### src/rtl/fifo_pkg.sv
// Shared constants and helpers for the parameterised synchronous FIFO.
// Optional feature macro: FIFO_FWFT_EN (first-word-fall-through read port).
package fifo_pkg;

  localparam int FIFO_DEF_WIDTH = 8;
  localparam int FIFO_DEF_DEPTH = 16;

  // Returns the number of bits needed to address v entries.
  // Loop is bounded so the function stays elaboration-friendly.
  function automatic int clog2(input int v);
    int r;
    r = 0;
    for (int i = 0; i < 31; i++) begin
      if ((1 << i) < v) r = i + 1;
    end
    return r;
  endfunction

  // Depth must be a power of two (>=2). The almost-full threshold must be
  // reachable (1..depth). The almost-empty threshold must leave full
  // distinguishable (0..depth-1).
  function automatic bit fifo_cfg_ok(input int depth, input int af, input int ae);
    return (depth >= 2) && ((depth & (depth - 1)) == 0) &&
           (af >= 1) && (af <= depth) &&
           (ae >= 0) && (ae < depth);
  endfunction

endpackage

### src/rtl/fifo_mem_2p.sv
// Storage array for the FIFO: synchronous write port, asynchronous read port.
// Contents are deliberately not reset.
module fifo_mem_2p #(
  parameter int DATA_WIDTH = 8,
  parameter int DEPTH      = 16,
  parameter int ADDR_W     = 4
) (
  input  logic                  clk,
  input  logic                  we_i,
  input  logic [ADDR_W-1:0]     waddr_i,
  input  logic [DATA_WIDTH-1:0] wdata_i,
  input  logic [ADDR_W-1:0]     raddr_i,
  output logic [DATA_WIDTH-1:0] rdata_o
);

  logic [DEPTH-1:0][DATA_WIDTH-1:0] mem_q;

  // Write port: one word per accepted write.
  always_ff @(posedge clk) begin
    if (we_i) mem_q[waddr_i] <= wdata_i;
  end

  assign rdata_o = mem_q[raddr_i];

endmodule

### src/rtl/sync_fifo_param.sv
// Parameterised single-clock FIFO with occupancy count, programmable
// almost-full/almost-empty flags and overflow/underflow error pulses.
// Define FIFO_FWFT_EN for a first-word-fall-through read port. Otherwise
// the read data is registered with one cycle of latency.
module sync_fifo_param
  import fifo_pkg::*;
#(
  parameter  int DATA_WIDTH    = FIFO_DEF_WIDTH,
  parameter  int DEPTH         = FIFO_DEF_DEPTH,
  parameter  int AFULL_THRESH  = 14,
  parameter  int AEMPTY_THRESH = 2,
  localparam int ADDR_W        = clog2(DEPTH)
) (
  input  logic                  clk,
  input  logic                  rst,
  input  logic                  w_en,
  input  logic                  r_en,
  input  logic [DATA_WIDTH-1:0] data_in,
  output logic [DATA_WIDTH-1:0] data_out,
  output logic                  full,
  output logic                  empty,
  output logic                  almost_full,
  output logic                  almost_empty,
  output logic [ADDR_W:0]       count,
  output logic                  overflow,
  output logic                  underflow
);

  localparam int  CNT_W  = ADDR_W + 1;
  localparam bit  CFG_OK = fifo_cfg_ok(DEPTH, AFULL_THRESH, AEMPTY_THRESH);

  logic [ADDR_W-1:0]     wr_ptr_q, wr_ptr_d;
  logic [ADDR_W-1:0]     rd_ptr_q, rd_ptr_d;
  logic [CNT_W-1:0]      count_q,  count_d;
  logic                  ovf_q, unf_q;
  logic                  rd_ok, wr_ok;
  logic [DATA_WIDTH-1:0] rd_data;

  // All flags come from the registered count, so they are glitch-free.
  assign empty        = (count_q == '0);
  assign full         = (count_q == CNT_W'(DEPTH));
  assign almost_full  = (count_q >= CNT_W'(AFULL_THRESH));
  assign almost_empty = (count_q <= CNT_W'(AEMPTY_THRESH));
  assign count        = count_q;
  assign overflow     = ovf_q;
  assign underflow    = unf_q;

  // Accept logic. A write at full is legal only when a read frees a slot
  // in the same cycle.
  always_comb begin
    rd_ok    = r_en & ~empty;
    wr_ok    = w_en & (~full | rd_ok);
    wr_ptr_d = wr_ptr_q + ADDR_W'(wr_ok);
    rd_ptr_d = rd_ptr_q + ADDR_W'(rd_ok);
    count_d  = count_q + CNT_W'(wr_ok) - CNT_W'(rd_ok);
  end

  // Pointer, count and error-pulse state. Pointers wrap naturally at DEPTH.
  always_ff @(posedge clk) begin
    if (rst) begin
      wr_ptr_q <= '0;
      rd_ptr_q <= '0;
      count_q  <= '0;
      ovf_q    <= 1'b0;
      unf_q    <= 1'b0;
    end else begin
      wr_ptr_q <= wr_ptr_d;
      rd_ptr_q <= rd_ptr_d;
      count_q  <= count_d;
      ovf_q    <= w_en & ~wr_ok;
      unf_q    <= r_en & ~rd_ok;
    end
  end

  // Reset must win over a concurrent write, so gate the memory enable with rst.
  fifo_mem_2p #(
    .DATA_WIDTH (DATA_WIDTH),
    .DEPTH      (DEPTH),
    .ADDR_W     (ADDR_W)
  ) u_mem (
    .clk     (clk),
    .we_i    (wr_ok & ~rst),
    .waddr_i (wr_ptr_q),
    .wdata_i (data_in),
    .raddr_i (rd_ptr_q),
    .rdata_o (rd_data)
  );

`ifdef FIFO_FWFT_EN
  // Head word is shown combinationally. An empty FIFO drives zeros.
  assign data_out = empty ? '0 : rd_data;
`else
  logic [DATA_WIDTH-1:0] dout_q;

  // Registered read: capture the head word on an accepted read, otherwise hold.
  always_ff @(posedge clk) begin
    if (rst)        dout_q <= '0;
    else if (rd_ok) dout_q <= rd_data;
  end

  assign data_out = dout_q;
`endif

  // Catch illegal parameter combinations in simulation.
  always_ff @(posedge clk) begin
    if (rst) assert (CFG_OK) else $error("sync_fifo_param: illegal DEPTH/threshold parameters");
  end

endmodule

### config.mk
export PLATFORM = sky130hd
export DESIGN_NAME = sync_fifo_param
export DESIGN_NICKNAME = d
export VERILOG_FILES = /design/src/rtl/fifo_pkg.sv /design/src/rtl/fifo_mem_2p.sv /design/src/rtl/sync_fifo_param.sv
export SDC_FILE = /design/constraint.sdc
export NUM_CORES = 1
export LEC_CHECK = 0
export BUFFER_PORTS_ARGS = -buffer_cell sky130_fd_sc_hd__buf_2
export CAP_MARGIN = 0
export CELL_PAD_IN_SITES_DETAIL_PLACEMENT = 1
export CELL_PAD_IN_SITES_GLOBAL_PLACEMENT = 1
export CORE_ASPECT_RATIO = 1.5
export CORE_MARGIN = 3
export CORE_UTILIZATION = 48
export CTS_CLUSTER_SIZE = 12
export DETAILED_ROUTE_END_ITERATION = 8
export PLACE_DENSITY_LB_ADDON = 0.1
export SETUP_SLACK_MARGIN = 0.5
export SYNTH_ARGS = -nofsm -noshare
export SYNTH_HDL_FRONTEND = slang
export SYNTH_SLANG_ARGS = --single-unit
### constraint.sdc
create_clock -name clk -period 2.4 [get_ports clk]
set_input_delay 0.12 -clock clk [delete_from_list [all_inputs] [get_ports clk]]
set_output_delay 0.12 -clock clk [all_outputs]
set_load 0.03 [all_outputs]
Word-level counts from Yosys, hierarchy flattened
Index checks and enable logic that the tools add are counted.
{"block": "classes", "addsub": 4, "order_cmp": 5, "eq_ne": 1, "n_mux": 5, "bitwise_logic": 11, "n_reduce_logical": 2}
{"cell": "$bwmux 128", "count": 1}
{"cell": "$bmux 8 s4", "count": 1}
{"cell": "$demux 8 s4", "count": 1}
{"cell": "$mux 8", "count": 2}
{"cell": "$lt 4x5->1 const B", "count": 2}
{"cell": "$add 4x1->4", "count": 2}
{"cell": "$add 5x1->5", "count": 1}
{"cell": "$and 1x1->1", "count": 5}
{"cell": "$eq 5x5->1 const B", "count": 1}
{"cell": "$ge 5x4->1 const B", "count": 1}
{"cell": "$le 5x2->1 const B", "count": 1}
{"cell": "$logic_not 5->1", "count": 1}
{"cell": "$not 1->1", "count": 5}
{"cell": "$sub 5x1->5", "count": 1}
{"cell": "$ge 4x1->1 const B", "count": 1}
{"cell": "$logic_and 1x1->1", "count": 1}
{"cell": "$or 1x1->1", "count": 1}
{"block": "word_totals", "reg_bits": 151}

Depth between registers and ports, before layout
{"block": "depth", "ltp_word": 7, "depth_mapped": 14}

By module
A second synthesis with hierarchy kept.
{"block": "hier_totals", "hier_cells": 346, "area_unflattened_um2": 6188.4}
{"mod": "fifo_mem_2p", "instances": 1, "cells_each": 226, "area_each_um2": 5009.8, "seq_area_each_um2": 3843.7}
{"mod": "sync_fifo_param", "instances": 1, "cells_each": 120, "area_each_um2": 1178.6, "seq_area_each_um2": 460.4}

Least setup slack after synthesis
No wires, ideal clock.
{"block": "synth_timing", "kind": "reg-to-reg", "startpoint": "register count_q[2] (netlist: count[2])", "endpoint": "register count_q[4] (netlist: count[4])", "arrival_time_ps": 2663, "required_ps": 2272, "path_slack_ps": -391, "stages_incl_launch_ff": 15, "n_path_buf": 0, "synth_period_minus_slack_ps": 2791, "path_cell_list": "dfxtp_1 inv_1 ha_1 or4b_4 nand2_4 inv_1 ha_1 inv_1 ha_1 inv_1 fa_1 o21bai_1 a21oi_1 xnor2_1 nor2_1"}
{"block": "synth_via", "elab_chain_cells": 7, "elab_cells_between_ends": 9}
{"item": "from (decl)", "line": "sync_fifo_param.sv:34", "text": "logic [CNT_W-1:0] count_q, count_d;"}
{"item": "from (signal assigned)", "line": "sync_fifo_param.sv:69", "text": "count_q <= count_d;"}
{"item": "$logic_not 5->1 (*)", "line": "sync_fifo_param.sv:40", "text": "assign empty = (count_q == '0);"}
{"item": "$not 1->1 (*)", "line": "sync_fifo_param.sv:51", "text": "rd_ok = r_en & ~empty;"}
{"item": "$and 1x1->1 (*)", "line": "sync_fifo_param.sv:51"}
{"item": "via rd_ok", "line": "sync_fifo_param.sv:36", "text": "logic rd_ok, wr_ok;"}
{"item": "$or 1x1->1", "line": "sync_fifo_param.sv:52", "text": "wr_ok = w_en & (~full | rd_ok);"}
{"item": "$and 1x1->1", "line": "sync_fifo_param.sv:52"}
{"item": "$add 5x1->5", "line": "sync_fifo_param.sv:55", "text": "count_d = count_q + CNT_W'(wr_ok) - CNT_W'(rd_ok);"}
{"item": "$sub 5x1->5 (*)", "line": "sync_fifo_param.sv:55"}
The timed path passes the listed nets; every way through them passes the cells marked *.
A chain may end at the register's enable or synchronous reset.

Final worst setup path
{"block": "layout_timing", "startpoint": "register count_q[3] (netlist: count[3])", "endpoint": "register count_q[4] (netlist: count[4])"}
Same word-level chain as after synthesis.

==> metrics.md <==
| Metric | Value |
|---|---|
| Crit path max-delay family | adder cells |
| CP max stage delay | 0.48 ns |
| Remaining global-route overflow | 0 |
| Number of hold violations in the final report | 0 |
| CTS Hold Bufs | 0 |
| Seq/Total Area, Yosys | 69.7% |
| Synth cell types | 38 |
| CP startpoint | count[3] |
| Area of the multi-input gates | 2000 sq um |
| R2R Path End | count[4] |
| Initial antenna violation count | 0 |
| Area after DPL | 6840 sq um |
| P per Cell Area | 943 nW/um^2 |
| Highest Clock Rate | 406 MHz |
| Setup_tns | -0.106 ns |
| ANT cells | 0 |
| Placed insts | 522 |
| Row count | 50 |
| GPL Wtd Cong | 0.752 |
| Die width | 98.6 microns |
| CP max FO | 2 |
| Total wire length | 14.2 mm |
| PortBufs | 30 |
| Slew @ Worst Pin | 0.518 ns |
| Setup Crit Path Kind | reg2reg |
| Final min period | 2.46 ns |
| Worst VDD drop | 0.000623 V |
| Status | finished with violations |
| Unrepaired setup endpoints after global routing | true |
| Fill count | 1084 |
| DRC Markers | 0 |
| Syn nets | 349 |
| Worst r2r src | count[3] |
| Post-synth EDFFs | 128 |
| Failing checks | setup timing |
| DRT iter0 DRCs | 259 |
| Pleak | 0.00281 uW |
| Final worst setup slack | -0.0601 ns |
| Post-synthesis average cell area | 19.2 sq um |
| H-tree depth | 4 |
| Non-filler cells, final | 584 |
| First-pass detailed-route iteration total | 4 |
| Mapped Cells | 321 |
| Vias in the first global route | 3632 |
| Largest cells by area after synthesis | edfxtp_1, mux4_1, dfxtp_1, ha_1, mux2i_1 |
| Final Skew | 0.00651 ns |
| WL per Instance | 24.3 microns |
| Number of cells on the critical path | 14 |
| Sink Count | 151 |
| Initial Utilization | 49.4% |
| Primary FF master, synth | edfxtp_1 |
| Post-synthesis async set-or-reset flop share | 0% |
| Worst skew pair latency | 0.42 ns |
| Slowest CP cell | or4b_4 |
| Hold Path Class | in2reg |
| Yosys Warn Count | 0 |
| WP data arrival | 2.76 ns |
| Final ANT Viol Nets | 0 |
| Area fraction of the dominant cell type after synthesis | 62.2% |
| TritonCTS clock tree | built |
| Num ports | 31 |
| Core area | 12500 sq um |
| Area leader, netlist | edfxtp_1 |
| Height of the die | 145 microns |
| Largest net degree at the start of global routing | 35 |
| Area Overhead vs Synth | 29.7% |
| Crit-path cells | inv_4, ha_4, or4b_4, nand2_4, inv_4, ha_4, inv_4, ha_4, inv_2, fa_2, o21bai_1, a21oi_1, xnor2_1, nor2_1 |
| Nets | 443 |
| Register-to-register setup slack | -0.06 ns |
| Vias after detailed routing | 3305 |
| GRT Overall Usage | 20.9% |
| DP HPWL | 8.59 mm |
| Total CTS buffers | 17 |
| Period utilization | 103% |
| Clock slew at reported path FFs | 0.06 ns |
| Root buffer cell | clkbuf_16 |
| Max Cap Viol | 0 |
| Rel. slew slack | 65.5% |
| Slew Viols, Final | 0 |
| Max Buffers Root-to-Sink | 2 |
| Worst R2R Path Depth | 14 |
| Critical path endpoint category | flop |
| Share of layout cells above drive strength 1 | 40.7% |
| FF+latch count, synth | 151 |
| Via density | 5.66 |
| Final setup vio count | 2 |
| Synth Cell Area | 6180 sq um |
| Die ar. | 14300 sq um |
| WP data required | 2.70 ns |
| Global-route wire length before repair | 21.7 mm |
| Flip-flop and latch area | 4320 sq um |
| CP endpoint | count[4] |
| Critical path buffers and inverters | 4 |
| Final instance area | 8010 sq um |
| Startpoint Class | flop |
## sequential cells by signal (all words and copies together), names as in the netlist
| signal | count |
|---|---|
| u_mem.mem_q | 128 |
| data_out | 8 |
| count | 5 |
| rd_ptr_q | 4 |
| wr_ptr_q | 4 |
| overflow | 1 |
| underflow | 1 |
## repair_timing
item / 4_1_cts / 5_1_grt
endpoints found under the setup margin: 129 / 139
setup buffers: 24 / 6
resized for setup: 49 / 10
pin swaps: 22 / 11
cloned: 0 / 0
endpoints found under the hold margin: 0 / 0
## worst min path at each step
stage                     slack, ns           to  cells after the start         from
after floorplan                0.18     count[0]                      1          rst
after global placement         0.47  data_out[0]                      2  data_out[0]
after detailed placement       0.47  data_out[0]                      2  data_out[0]
after CTS                      0.03     overflow                      2         w_en
after global routing           0.03     overflow                      2         w_en
final                          0.04     overflow                      2         w_en
## power breakdown
group          switching, uW  leakage (uW)  internal, uW
combinational           1010       0.00118           867
clock                   1130      0.000283          1480
sequential              83.1       0.00134          2980
## synth_stat cells, drive strengths merged (2+ instances only)
cell	instances
edfxtp	128
mux4	32
dfxtp	23
mux2i	16
ha	15
nor2	14
inv	13
buf	10
nand3	10
nor3	8
o221ai	8
nor2b	6
xnor2	5
clkbuf	4
nand2	4
a21oi	3
nand2b	3
nor4	2
o21a	2
o21bai	2
or3	2
xor2	2
## placed cells by master, fill, tap and decap left out, types with 2 or more instances in the layout
master      Yosys  routed
mux2i_1        16      16
nand2b_1        3       3
dfxtp_2         0       3
mux4_2          6       6
nor2_1         14       8
o21bai_1        2       2
o21a_1          2       2
inv_8           0       4
nor4_4          0       2
inv_2           0       3
dfxtp_4         0       2
or3_4           1       2
buf_4           0      20
buf_6           4      27
buf_8           3       3
nand3_1        10       9
xnor2_1         5       3
buf_12          0      11
ha_1           15      10
o221ai_1        8       5
inv_6           0       5
inv_1          13       6
clkbuf_16       0      17
nor3_4          0       8
nand2_1         3       3
xnor2_2         0       2
clkinvlp_4      0       2
nor2_4          0       6
ha_4            0       5
edfxtp_1      128     128
nor2b_1         6       6
mux4_1         26      26
buf_2           3      28
dfxtp_1        23      18
a21oi_1         3       3
o221ai_2        0       3
inv_4           0       4
## layout make-up
type	count	area share, %
sequential	151	53.9
multi-input combinational	143	24.9
timing repair buffer	89	10.7
clock buffer	18	5.36
tap	156	2.44
clock inverter	14	1.98
inverter	13	0.734
## through the flow
stage | power [uW] | hold slack [ns] | utilization (%) | setup slack, ns
after floorplan | 4110 | 0.184 | - | -0.131
after global placement | 4610 | 0.466 | 54.7 | -0.0225
after detailed placement | 4650 | 0.474 | 54.7 | -0.0768
after CTS | 7520 | 0.0314 | 63.3 | -0.0566
after global routing | 7850 | 0.0302 | 64.0 | -0.197
final | 7560 | 0.0371 | 64.0 | -0.0601
## kinds of logic after synthesis
family                   after synthesis  synth area share, %
flip-flops                           151                 69.7
XOR/XNOR                               7                0.993
AND/OR/NAND/NOR                       55                 5.08
buffers and inverters                 27                 2.90
multiplexers                          48                 15.8
AO/OA/AOI/OAI                         17                 2.15
adder cells (fa/ha/maj)               16                 3.36
## routing by layer
metal	global-route usage (%)	wire length, microns
met1	25.2	5570
met5	0	0
met3	3.42	362
met2	37.1	7940
met4	8.07	302
Note: power is estimated with default switching activity, not from simulation.
